===== src/rtl/wb_loopback_pkg.sv =====
// Shared types and helpers for the Wishbone loopback bring-up block.
package wb_loopback_pkg;

  // Master sequencer: idle after reset, strobe a request, then a fixed idle gap.
  typedef enum logic [1:0] {
    M_IDLE,
    M_REQ,
    M_GAP
  } mst_state_e;

  // Slave responder: idle, count wait states, pulse ack, hold until strobe drops.
  typedef enum logic [1:0] {
    S_IDLE,
    S_WAIT,
    S_ACK,
    S_HOLD
  } slv_state_e;

  // Bits needed to hold values 0..max_val (at least one bit).
  function automatic int cnt_width(input int max_val);
    int w;
    w = 1;
    for (int i = 1; i < 31; i++) begin
      if ((1 << i) <= max_val) w = i + 1;
    end
    return w;
  endfunction

endpackage


===== src/rtl/wb_loopback_slave_resp.sv =====
// Wishbone classic slave responder: acks each strobe once after WAIT_STATES cycles.
module wb_loopback_slave_resp
  import wb_loopback_pkg::*;
#(
  parameter int WAIT_STATES = 1
) (
  input  logic clk_i,
  input  logic rst_i,
  input  logic cyc_i,
  input  logic stb_i,
  output logic ack_o
);

  localparam int WW = cnt_width(WAIT_STATES);
  // Counter is loaded one short so the final WAIT edge is the one that reaches zero.
  localparam logic [WW-1:0] WLOAD = (WAIT_STATES > 0) ? WW'(WAIT_STATES - 1) : '0;

  slv_state_e    state_q, state_d;
  logic [WW-1:0] wcnt_q, wcnt_d;
  logic          ack_q, ack_d;
  logic          req;

  assign req = cyc_i & stb_i;

  // Next-state logic; ack is raised only on the transition into ACK.
  always_comb begin
    state_d = state_q;
    wcnt_d  = wcnt_q;
    ack_d   = 1'b0;
    case (state_q)
      S_IDLE: begin
        if (req) begin
          if (WAIT_STATES == 0) begin
            state_d = S_ACK;
            ack_d   = 1'b1;
          end else begin
            state_d = S_WAIT;
            wcnt_d  = WLOAD;
          end
        end
      end
      S_WAIT: begin
        if (!req) begin
          state_d = S_IDLE;
        end else if (wcnt_q == '0) begin
          state_d = S_ACK;
          ack_d   = 1'b1;
        end else begin
          wcnt_d = wcnt_q - 1'b1;
        end
      end
      // A strobe that already fell during the ack cycle skips HOLD so it is not missed.
      S_ACK:   state_d = req ? S_HOLD : S_IDLE;
      S_HOLD:  if (!req) state_d = S_IDLE;
      default: state_d = S_IDLE;
    endcase
  end

  // State, wait counter and ack register.
  always_ff @(posedge clk_i) begin
    if (rst_i) begin
      state_q <= S_IDLE;
      wcnt_q  <= '0;
      ack_q   <= 1'b0;
    end else begin
      state_q <= state_d;
      wcnt_q  <= wcnt_d;
      ack_q   <= ack_d;
    end
  end

  // Gate with the live strobe so ack never appears outside an active cycle.
  assign ack_o = ack_q & cyc_i & stb_i;

endmodule


===== src/rtl/wb_loopback_core.sv =====
// Wishbone loopback bring-up block: free-running master plus wait-state slave.
module wb_loopback_core
  import wb_loopback_pkg::*;
#(
  parameter int GAP_CYCLES  = 4,
  parameter int WAIT_STATES = 1,
  parameter int TIMEOUT     = 16,
  parameter int CNT_W       = 16
) (
  input  logic             clk_i,
  input  logic             rst_i,
  output logic             cyc_o,
  output logic             stb_o,
  input  logic             ack_i,
  input  logic             cyc_i,
  input  logic             stb_i,
  output logic             ack_o,
  output logic [CNT_W-1:0] txn_count_o,
  output logic             err_o
);

  localparam int TW = cnt_width(TIMEOUT - 1);
  localparam int GW = cnt_width(GAP_CYCLES - 1);
  // Timeout counter starts at 0 on REQ entry; abort when it has seen TIMEOUT edges.
  localparam logic [TW-1:0] TO_LAST  = TW'(TIMEOUT - 1);
  localparam logic [GW-1:0] GAP_LOAD = GW'(GAP_CYCLES - 1);

  mst_state_e       state_q, state_d;
  logic             req_q, req_d;
  logic [TW-1:0]    to_q, to_d;
  logic [GW-1:0]    gap_q, gap_d;
  logic [CNT_W-1:0] cnt_q, cnt_d;
  logic             err_q, err_d;

  // Master sequencing; ack is checked before timeout so a coincident ack wins.
  always_comb begin
    state_d = state_q;
    req_d   = req_q;
    to_d    = to_q;
    gap_d   = gap_q;
    cnt_d   = cnt_q;
    err_d   = err_q;
    case (state_q)
      M_IDLE: begin
        state_d = M_REQ;
        req_d   = 1'b1;
        to_d    = '0;
      end
      M_REQ: begin
        if (ack_i) begin
          cnt_d   = cnt_q + 1'b1;
          state_d = M_GAP;
          req_d   = 1'b0;
          gap_d   = GAP_LOAD;
        end else if (to_q == TO_LAST) begin
          err_d   = 1'b1;
          state_d = M_GAP;
          req_d   = 1'b0;
          gap_d   = GAP_LOAD;
        end else begin
          to_d = to_q + 1'b1;
        end
      end
      M_GAP: begin
        if (gap_q == '0) begin
          state_d = M_REQ;
          req_d   = 1'b1;
          to_d    = '0;
        end else begin
          gap_d = gap_q - 1'b1;
        end
      end
      default: begin
        state_d = M_IDLE;
        req_d   = 1'b0;
      end
    endcase
  end

  // Master state, registered strobe, timeout/gap counters, txn count and sticky error.
  always_ff @(posedge clk_i) begin
    if (rst_i) begin
      state_q <= M_IDLE;
      req_q   <= 1'b0;
      to_q    <= '0;
      gap_q   <= '0;
      cnt_q   <= '0;
      err_q   <= 1'b0;
    end else begin
      state_q <= state_d;
      req_q   <= req_d;
      to_q    <= to_d;
      gap_q   <= gap_d;
      cnt_q   <= cnt_d;
      err_q   <= err_d;
    end
  end

  // cyc and stb share one flop so they always rise and fall together.
  assign cyc_o       = req_q;
  assign stb_o       = req_q;
  assign txn_count_o = cnt_q;
  assign err_o       = err_q;

  wb_loopback_slave_resp #(
    .WAIT_STATES (WAIT_STATES)
  ) u_slave (
    .clk_i (clk_i),
    .rst_i (rst_i),
    .cyc_i (cyc_i),
    .stb_i (stb_i),
    .ack_o (ack_o)
  );

endmodule


===== config.mk =====
export PLATFORM = sky130hd
export DESIGN_NAME = wb_loopback_core
export DESIGN_NICKNAME = d
export VERILOG_FILES = /design/src/rtl/wb_loopback_pkg.sv /design/src/rtl/wb_loopback_slave_resp.sv /design/src/rtl/wb_loopback_core.sv
export SDC_FILE = /design/constraint.sdc
export NUM_CORES = 1
export LEC_CHECK = 0
export BUFFER_PORTS_ARGS = -buffer_cell sky130_fd_sc_hd__buf_2
export CAP_MARGIN = 20
export CORE_MARGIN = 2
export CORE_UTILIZATION = 46
export DETAILED_ROUTE_END_ITERATION = 7
export GPL_TIMING_DRIVEN = 0
export PLACE_DENSITY = 0.73
export SETUP_SLACK_MARGIN = 0.02
export SYNTH_ARGS = -nofsm -noshare
export SYNTH_HDL_FRONTEND = slang
export SYNTH_HIERARCHICAL = 1
export SYNTH_SLANG_ARGS = --single-unit

===== constraint.sdc =====
create_clock -name clk_i -period 1.94 [get_ports clk_i]
set_clock_uncertainty 0.05 [all_clocks]
set_input_delay 0.097 -clock clk_i [delete_from_list [all_inputs] [get_ports clk_i]]
set_output_delay 0.097 -clock clk_i [all_outputs]
set_load 0.03 [all_outputs]

### Yosys cells after proc, flatten, opt, wreduce, memory -nomap -nowiden

Index checks and enable logic that the tools add are counted.

| word-level totals | value |
|---|---|
| memory bits (writable) | 0 |
| output and inout bits | 20 |
| register bits | 30 |
| memories | 0 |
| bits in read-only memories | 0 |
| bits in latches | 0 |

| cells by class | value |
|---|---|
| $mul | 0 |
| shifts and indexed selects | 0 |
| mux-type cells | 27 |
| divide/modulo/power cells | 0 |
| equality and inequality tests | 15 |
| order comparisons | 0 |
| reductions and logical operators | 14 |
| add/sub/neg operators | 4 |
| bitwise logic cells | 6 |

Operators with widths:

| cell | count |
|---|---|
| 2-bit 2-to-1 mux | 11 |
| 16-bit by 1-bit adder with 16-bit output (second input constant) | 1 |
| 4-bit 2-to-1 mux | 3 |
| 4-bit one-hot mux with 3 select lines | 1 |
| 3-bit AND reduction | 4 |
| 2-bit inequality test (second input constant) | 5 |
| 2-bit one-hot mux with 4 select lines | 1 |
| 1-bit 2-to-1 mux | 7 |
| 2-bit equality test (second input constant) | 3 |
| 2-bit zero test | 3 |
| 3-bit inequality test (second input constant) | 2 |
| 2-bit one-hot mux with 3 select lines | 1 |
| 4-bit by 1-bit adder with 4-bit output (second input constant) | 1 |
| 2-bit by 1-bit equality test with 1-bit output (second input constant) | 2 |
| 4-bit equality test (second input constant) | 1 |
| 2-bit by 1-bit inequality test with 1-bit output (second input constant) | 2 |
| 2-bit one-hot mux with 2 select lines | 1 |
| 2-bit AND reduction | 2 |
| 4-bit AND reduction | 1 |
| 2-bit nonzero test | 2 |
| 1-bit bitwise AND | 3 |
| 1-bit inverter | 3 |
| 1-bit one-hot mux with 3 select lines | 1 |
| 3-bit nonzero test | 1 |
| 4 further kinds | 4 |

### Longest topological paths before layout

Gate-level depths: netlist (run 1).

| logic depth | value |
|---|---|
| depth after elaboration | 4 |
| mapped depth | 6 |
| mapped depth without buffers | 6 |

### Hierarchy

Netlist (run 1), hierarchy kept.

By module, submodules not included:

| module | sequential area each (µm²) | cells an instance | area an instance (µm²) | instances |
|---|---|---|---|---|
| wb_loopback_core | 520.5 | 144 | 1233.7 | 1 |
| wb_loopback_slave_resp | 60.1 | 10 | 116.4 | 1 |

### Worst setup path after synthesis (run 1)

Ideal clock, no wire load.

| timing | value |
|---|---|
| path type | reg-to-reg |
| start point | register cnt_q[2] (netlist: txn_count_o[2]) |
| end point | register cnt_q[11] (netlist: txn_count_o[11]) |
| data required time | 1.819 ns |
| setup slack | 0.145 ns |
| arrival time | 1.674 ns |
| cell stages (with the launch flop) | 5 |
| path buffers | 0 |
| cells stage by stage | dfxtp_1 > nand4_4 > or2_1 > or4_1 > a21oi_1 |

| on the way | value |
|---|---|
| word-level cells in the longest chain between the ends | 1 |

RTL lines:

| what | line | text |
|---|---|---|
| start: declaration | wb_loopback_core.sv:32 | `logic [CNT_W-1:0] cnt_q, cnt_d;` |
| start signal: assignment | wb_loopback_core.sv:94 | `cnt_q <= cnt_d;` |
| 16-bit by 1-bit adder with 16-bit output | wb_loopback_core.sv:51 | `cnt_d = cnt_q + 1'b1;` |

No other way between the ends.
A chain may end at the register's enable or synchronous reset.

### Final worst setup path (run 1)

| timing | value |
|---|---|
| start point | register cnt_q[0] (netlist: txn_count_o[0]) |
| end point | register cnt_q[12] (netlist: txn_count_o[12]) |

The elaborated chain is that of the path after synthesis.

==> results of run 1 <==
worst register-to-register path, delay by kind of cell (launching register included):
| family | cells | cell delay, ns |
|---|---|---|
| XOR/XNOR | 1 | 0.17 |
| AND/OR/NAND/NOR | 3 | 0.79 |
| adder cells (fa/ha/maj) | 1 | 0.20 |
| flip-flops | 1 | 0.39 |
logic make-up (layout without fill, tap and decap cells):
kind of cell,Yosys count,count (layout),share of synthesized area [%]
muxes,4,4,3.15
buffers and inverters,12,45,3.80
DFF,29,29,43.0
adders and majority gates,3,3,2.78
AOI/OAI and AO/OA,27,27,12.4
xor gates and xnor gates,8,8,5.19
and+or+nand+nor,71,71,29.7
cell type report:
class                           instances  share of cell area [%]
Multi-Input combinational cell        113                    45.8
Sequential cell                        29                    36.7
Timing Repair Buffer                   25                    8.54
Clock buffer                            6                    2.61
Tap cell                               31                    2.45
Buffer                                  7                    2.06
Inverter                                5                    1.19
Clock inverter                          2                   0.633
cells in the final DEF (no fill, tap or decap), drive strengths merged, types with 3 or more instances in the layout:
cell and count:
xnor2 4, dfxtp 29, nand2b 3, or3 4, nand2 7, nand4 5
xor2 4, ha 3, a21oi 10, nor2 27, nor2b 4, and3 3
clkbuf 9, o21ai 6, nor3 4, buf 27, nand3 3, inv 5
timing repair:
action / CTS / global route
hold endpoints to repair: 3 / 0
endpoints found under the setup margin: 0 / 1
hold buffers: 2 / 0
gates resized for setup: 0 / 1
power by group through the flow:
stage / logic, mW / clock network [mW] / registers (mW)
after floorplan: 0.0674 / 0 / 0.642
final: 0.103 / 0.345 / 0.622
after detailed placement: 0.101 / 0 / 0.636
after CTS: 0.104 / 0.362 / 0.622
after global placement: 0.0971 / 0 / 0.635
after global routing: 0.115 / 0.387 / 0.624
metrics by stage:
| stage | instance area, um2 | cells | utilization (%) | worst slack [ns] | hold slack (ns) |
|---|---|---|---|---|---|
| 3_3_place_gp | 1500 | 208 | 54.1 | 0.292 | 0.333 |
| 2_1_floorplan | 1350 | 154 | - | 0.145 | 0.195 |
| 3_5_place_dp | 1500 | 208 | 54.1 | 0.143 | 0.347 |
| 5_1_grt | 1580 | 218 | 56.9 | 0.0808 | 0.185 |
| 6_report | 1580 | 218 | 56.9 | 0.218 | 0.170 |
| 4_1_cts | 1580 | 218 | 56.6 | 0.141 | 0.159 |
per-layer routing:
metal	vias up	routed length [um]	global-route usage (%)
met2	30	1330	29.4
met1	562	1150	20.6
met5	-	0	0
met3	6	148	6.92
li1	607	-	-
met4	0	60	9.63
path summary, 6_finish.rpt:
| kind | slack, ns | to | depth (start not counted) |
|---|---|---|---|
| worst max-delay path | 0.22 | txn_count_o[12] | 5 |
| worst max register to register | 0.22 | txn_count_o[12] | 5 |
| worst min register to register | 0.42 | err_o | 2 |
| worst min-delay path | 0.17 | err_o | 4 |
state kept, by name, summed over array words and instances, names as in the netlist:
register and cells:
cyc_o 1, u_slave/ack_q 1, to_q 4, err_o 1, u_slave/state_q 2, state_q 2
txn_count_o 16, gap_q 2
Yosys cell counts (all sizes together) (2+ instances only):
cell     n  share of area, %
xor2     4               2.6
nor2b    4               1.9
o21ai    6               2.2
a21oi   10               3.7
nand3    3               1.1
and2     2              0.93
buf      4               1.6
mux2     2               1.7
nand2    7               1.9
nand2b   3               1.4
inv      5               1.4
ha       3               2.8
nand4b   2               1.3
mux2i    2               1.5
nand4    5               3.4
nor2    27               7.5
clkbuf   3              0.83
nor3     4               1.5
a31oi    2              0.93
a311oi   2               1.3
or3      4               1.9
xnor2    4               2.6
and3     3               1.5
dfxtp   29                43
==> flow_summary.toml, run 1 <==
[floorplanning]
fp.dieW_um = 58.2
coreArea_mm2 = 0.00278
rows = 19
design.die.area_mm2 = 0.00338
dieHeight_um = 58.2
num_io_pins = 25
start_util_pct = 48.5

[timing]
slew_headroom_pct = 64.6
final_max_slew_viol_count = 0
rsz0062_at_grt = "no"
tightest_slew_ns = 0.530
setup_tns_ns = 0
setup_viol = 0
min_period_ns = 1.72
finalHoldViolCount = 0
max_freq_mhz = 581
period_share_pct = 88.8

[pwr]
p_leak_nw = 0.657
switching_share_pct = 26.4
pwr-share-seq_pct = 58.1
power_frac_clock_pct = 32.3
power.total_mw = 1.07
ir_drop_uv = 586
power_frac_comb_pct = 9.6
power.switching_uw = 282
p_int_uw = 788
p_per_area_mw_per_mm2 = 676

[placement]
dpl.hpwl_mm = 2.02
portBuffers = 23
gp_congestion = 0.871

[route]
routed_wl_mm = 2.69
avgRoutedWirePerCell_um = 12.3
route.detailed.drc = 0
drtAntennaViolNets = 0
first_pass_iters = 5
vias_per_cell = 5.53
vias = 1205
drtIter0Drc = 29

[final_layout]
layout.nets = 194
drive_gt1_share_pct = 21.9
insertedDiodeCount = 0
area_delta_synth_final_pct = 17.1
multi_input_area_um2 = 724
fill_cells = 259
ff_latch_area_um2 = 581

[setup_path]
cp_top_family = "simple AND/OR/NAND/NOR gates"
start_kind = "flop"
path_cells = "ha_1 > nand4b_1 > nor4_2 > xnor2_1 > nor2_1"
r2r-start = "txn_count_o[0]"
crit_arrival_ns = 1.87
cp-end-kind = "flop"
critPathLaunch = "txn_count_o[0]"
path_class = "flop to flop"
crit_buf_inv = 0
cpMaxStageDelayCell = "dfxtp_1"
crit_path_max_fanout = 8
cp.required_ns = 2.09
max_stage_delay_ns = 0.39

[grt]
track_usage_pct = 18.1
grt_max_degree = 11
grt-ovfl-total = 0
antenna_found_initial = 0
grt_pass1_wl_mm = 4.51
first_global_vias = 1077

[logic_synthesis]
syn_area_per_cell_um2 = 8.77
yosysWarnings = 6
syn-num-nets = 162
ys_types = 42
synth_edf_count = 0
netlist_area_mm2 = 0.00135
synth_seq_cells = 29
synth-async-reset-ratio_pct = 0
synth-main-ff-cell = "dfxtp_1"
synthCells = 154
seq_area_frac_synth_pct = 43.0

[clock_tree]
h-tree-depth = 2
cts_buffers = 5
cts_root_buf = "clkbuf_4"
cts_sinks = 29
clock_latency_ns = 0.33
clk_pin_slew_ns = 0.09
postCtsSetupBuffers = 0
cts_tree = "built"
clockBufferDepth = 2

[run]
maxCapViolations = 0

[run_status]
outcome = "finished clean"

[hold_path]
hold_start = "ack_i"
holdCritPathClass = "input pin to flop"
No activity file was read; power rests on OpenSTA's default activity.
==> inputs of run 2 (changes only) <==
--- a/config.mk
+++ b/config.mk
@@ -7,11 +7,13 @@
 export LEC_CHECK = 0
 export BUFFER_PORTS_ARGS = -buffer_cell sky130_fd_sc_hd__buf_2
 export CAP_MARGIN = 20
+export CELL_PAD_IN_SITES_DETAIL_PLACEMENT = 1
+export CELL_PAD_IN_SITES_GLOBAL_PLACEMENT = 1
 export CORE_MARGIN = 2
-export CORE_UTILIZATION = 46
+export CORE_UTILIZATION = 40
 export DETAILED_ROUTE_END_ITERATION = 7
 export GPL_TIMING_DRIVEN = 0
-export PLACE_DENSITY = 0.73
+export PLACE_DENSITY = 0.82
 export SETUP_SLACK_MARGIN = 0.02
 export SYNTH_ARGS = -nofsm -noshare
 export SYNTH_HDL_FRONTEND = slang
==> flow_summary.toml, run 2 (synthesis gave the netlist of run 1 again) <==
[run_status]
outcome = "finished clean"

[grt]
grt-ovfl-total = 0
grt_pass1_wl_mm = 5.02
grt_max_degree = 11
track_usage_pct = 18.0
first_global_vias = 1194
antenna_found_initial = 0

[clock_tree]
cts_tree = "built"
postCtsSetupBuffers = 0
clockBufferDepth = 2
h-tree-depth = 2
clock_latency_ns = 0.34
cts_buffers = 5
cts_sinks = 29
cts_root_buf = "clkbuf_4"
clk_pin_slew_ns = 0.09

[timing]
hold_slack_ns = 0.167
max_freq_mhz = 583
setup_tns_ns = 0
min_period_ns = 1.72
tightest_slew_ns = 0.497
finalHoldViolCount = 0
period_share_pct = 88.5
rsz0062_at_grt = "no"
final_max_slew_viol_count = 0
slew_headroom_pct = 66.8
setup_viol = 0

[route]
vias = 1248
routed_wl_mm = 3.17
route.detailed.drc = 0
vias_per_cell = 5.36
first_pass_iters = 4
avgRoutedWirePerCell_um = 13.6
drtIter0Drc = 39
drtAntennaViolNets = 0

[hold_path]
holdCritPathClass = "input pin to flop"

[final_layout]
largest_reg_flops = 16
final_common_cell = "dfxtp_1"
insertedDiodeCount = 0
final_cell_mix = "29 x dfxtp_1, 27 x nor2_1, 25 x buf_2"
drive_gt1_share_pct = 21.4
fill_cells = 416
layout.nets = 194
area_delta_synth_final_pct = 18.1

[pwr]
power.total_mw = 1.08
p_leak_nw = 0.657
ir_drop_uv = 297
p_per_area_mw_per_mm2 = 678

[setup_path]
r2r_slack_ns = 0.22
cp-end-kind = "flop"
crit_arrival_ns = 1.88
start_kind = "flop"
crit_path_max_fanout = 8
cp.required_ns = 2.10
path_class = "flop to flop"

[floorplanning]
rows = 21
num_io_pins = 25
fp.dieW_um = 62.1
dieHeight_um = 62.1
start_util_pct = 41.1
design.die.area_mm2 = 0.00386
coreArea_mm2 = 0.00328

[placement]
dpl.hpwl_mm = 2.36
portBuffers = 23
gp_congestion = 0.853

[run]
maxCapViolations = 0
==> run 2: final cells by class <==
class | instances | area (um2) | share of cell area, %
Buffer | 7 | 32.5 | 2.04
Clock buffer | 6 | 41.3 | 2.59
Clock inverter | 2 | 10.0 | 0.628
Inverter | 5 | 18.8 | 1.18
Multi-Input combinational cell | 113 | 718 | 45.1
Sequential cell | 29 | 581 | 36.4
Tap cell | 46 | 57.6 | 3.61
Timing Repair Buffer | 25 | 135 | 8.48
==> run 2: repair_timing <==
item	in CTS	in global routing
hold buffers	2	0
gates resized for setup	0	0
endpoints found under the hold margin	3	0
setup endpoints to repair	0	0
==> run 2: worst max-delay path, stage by stage, from the launching register on <==
cell and delay (ns):
dfxtp_1 0.41, ha_1 0.20, nand4b_1 0.30, nor4_1 0.41
xnor2_1 0.16, nor2_1 0.06
==> run 2: final timing paths <==
path / cells past startpoint / from / to
worst max-delay path: 5 / txn_count_o[0] / txn_count_o[12]
worst max register to register: 5 / txn_count_o[0] / txn_count_o[12]
worst min register to register: 1 / u_slave/state_q[0] / u_slave/state_q[0]
worst min-delay path: 3 / ack_i / to_q[2]
==> run 2: report_power, final <==
| group | total, mW | switching [mW] | internal [mW] |
|---|---|---|---|
| combinational | 0.105 | 0.0635 | 0.0419 |
| clock | 0.353 | 0.215 | 0.138 |
| sequential | 0.622 | 0.0134 | 0.609 |
| total | 1.08 | 0.292 | 0.788 |
==> run 2: metal layers <==
| layer | routed length, um | part of all wire, % | global-route usage [%] | vias up |
|---|---|---|---|---|
| met2 | 1630 | 51 | 32.4 | 21 |
| met4 | 73 | 2.3 | 8.21 | 0 |
| met1 | 1350 | 43 | 18.3 | 617 |
| met5 | 0 | 0 | 0 | - |
| met3 | 117 | 3.7 | 6.83 | 8 |
| li1 | - | - | - | 602 |
==> run 2: through the flow <==
step	cells	utilization [%]	cell area, um2	setup WS, ns
2_1_floorplan	154	-	1350	0.145
3_3_place_gp	223	46.4	1520	0.252
3_5_place_dp	223	46.4	1520	0.211
4_1_cts	233	48.5	1590	0.201
5_1_grt	233	48.5	1590	0.0736
6_report	233	48.5	1590	0.224
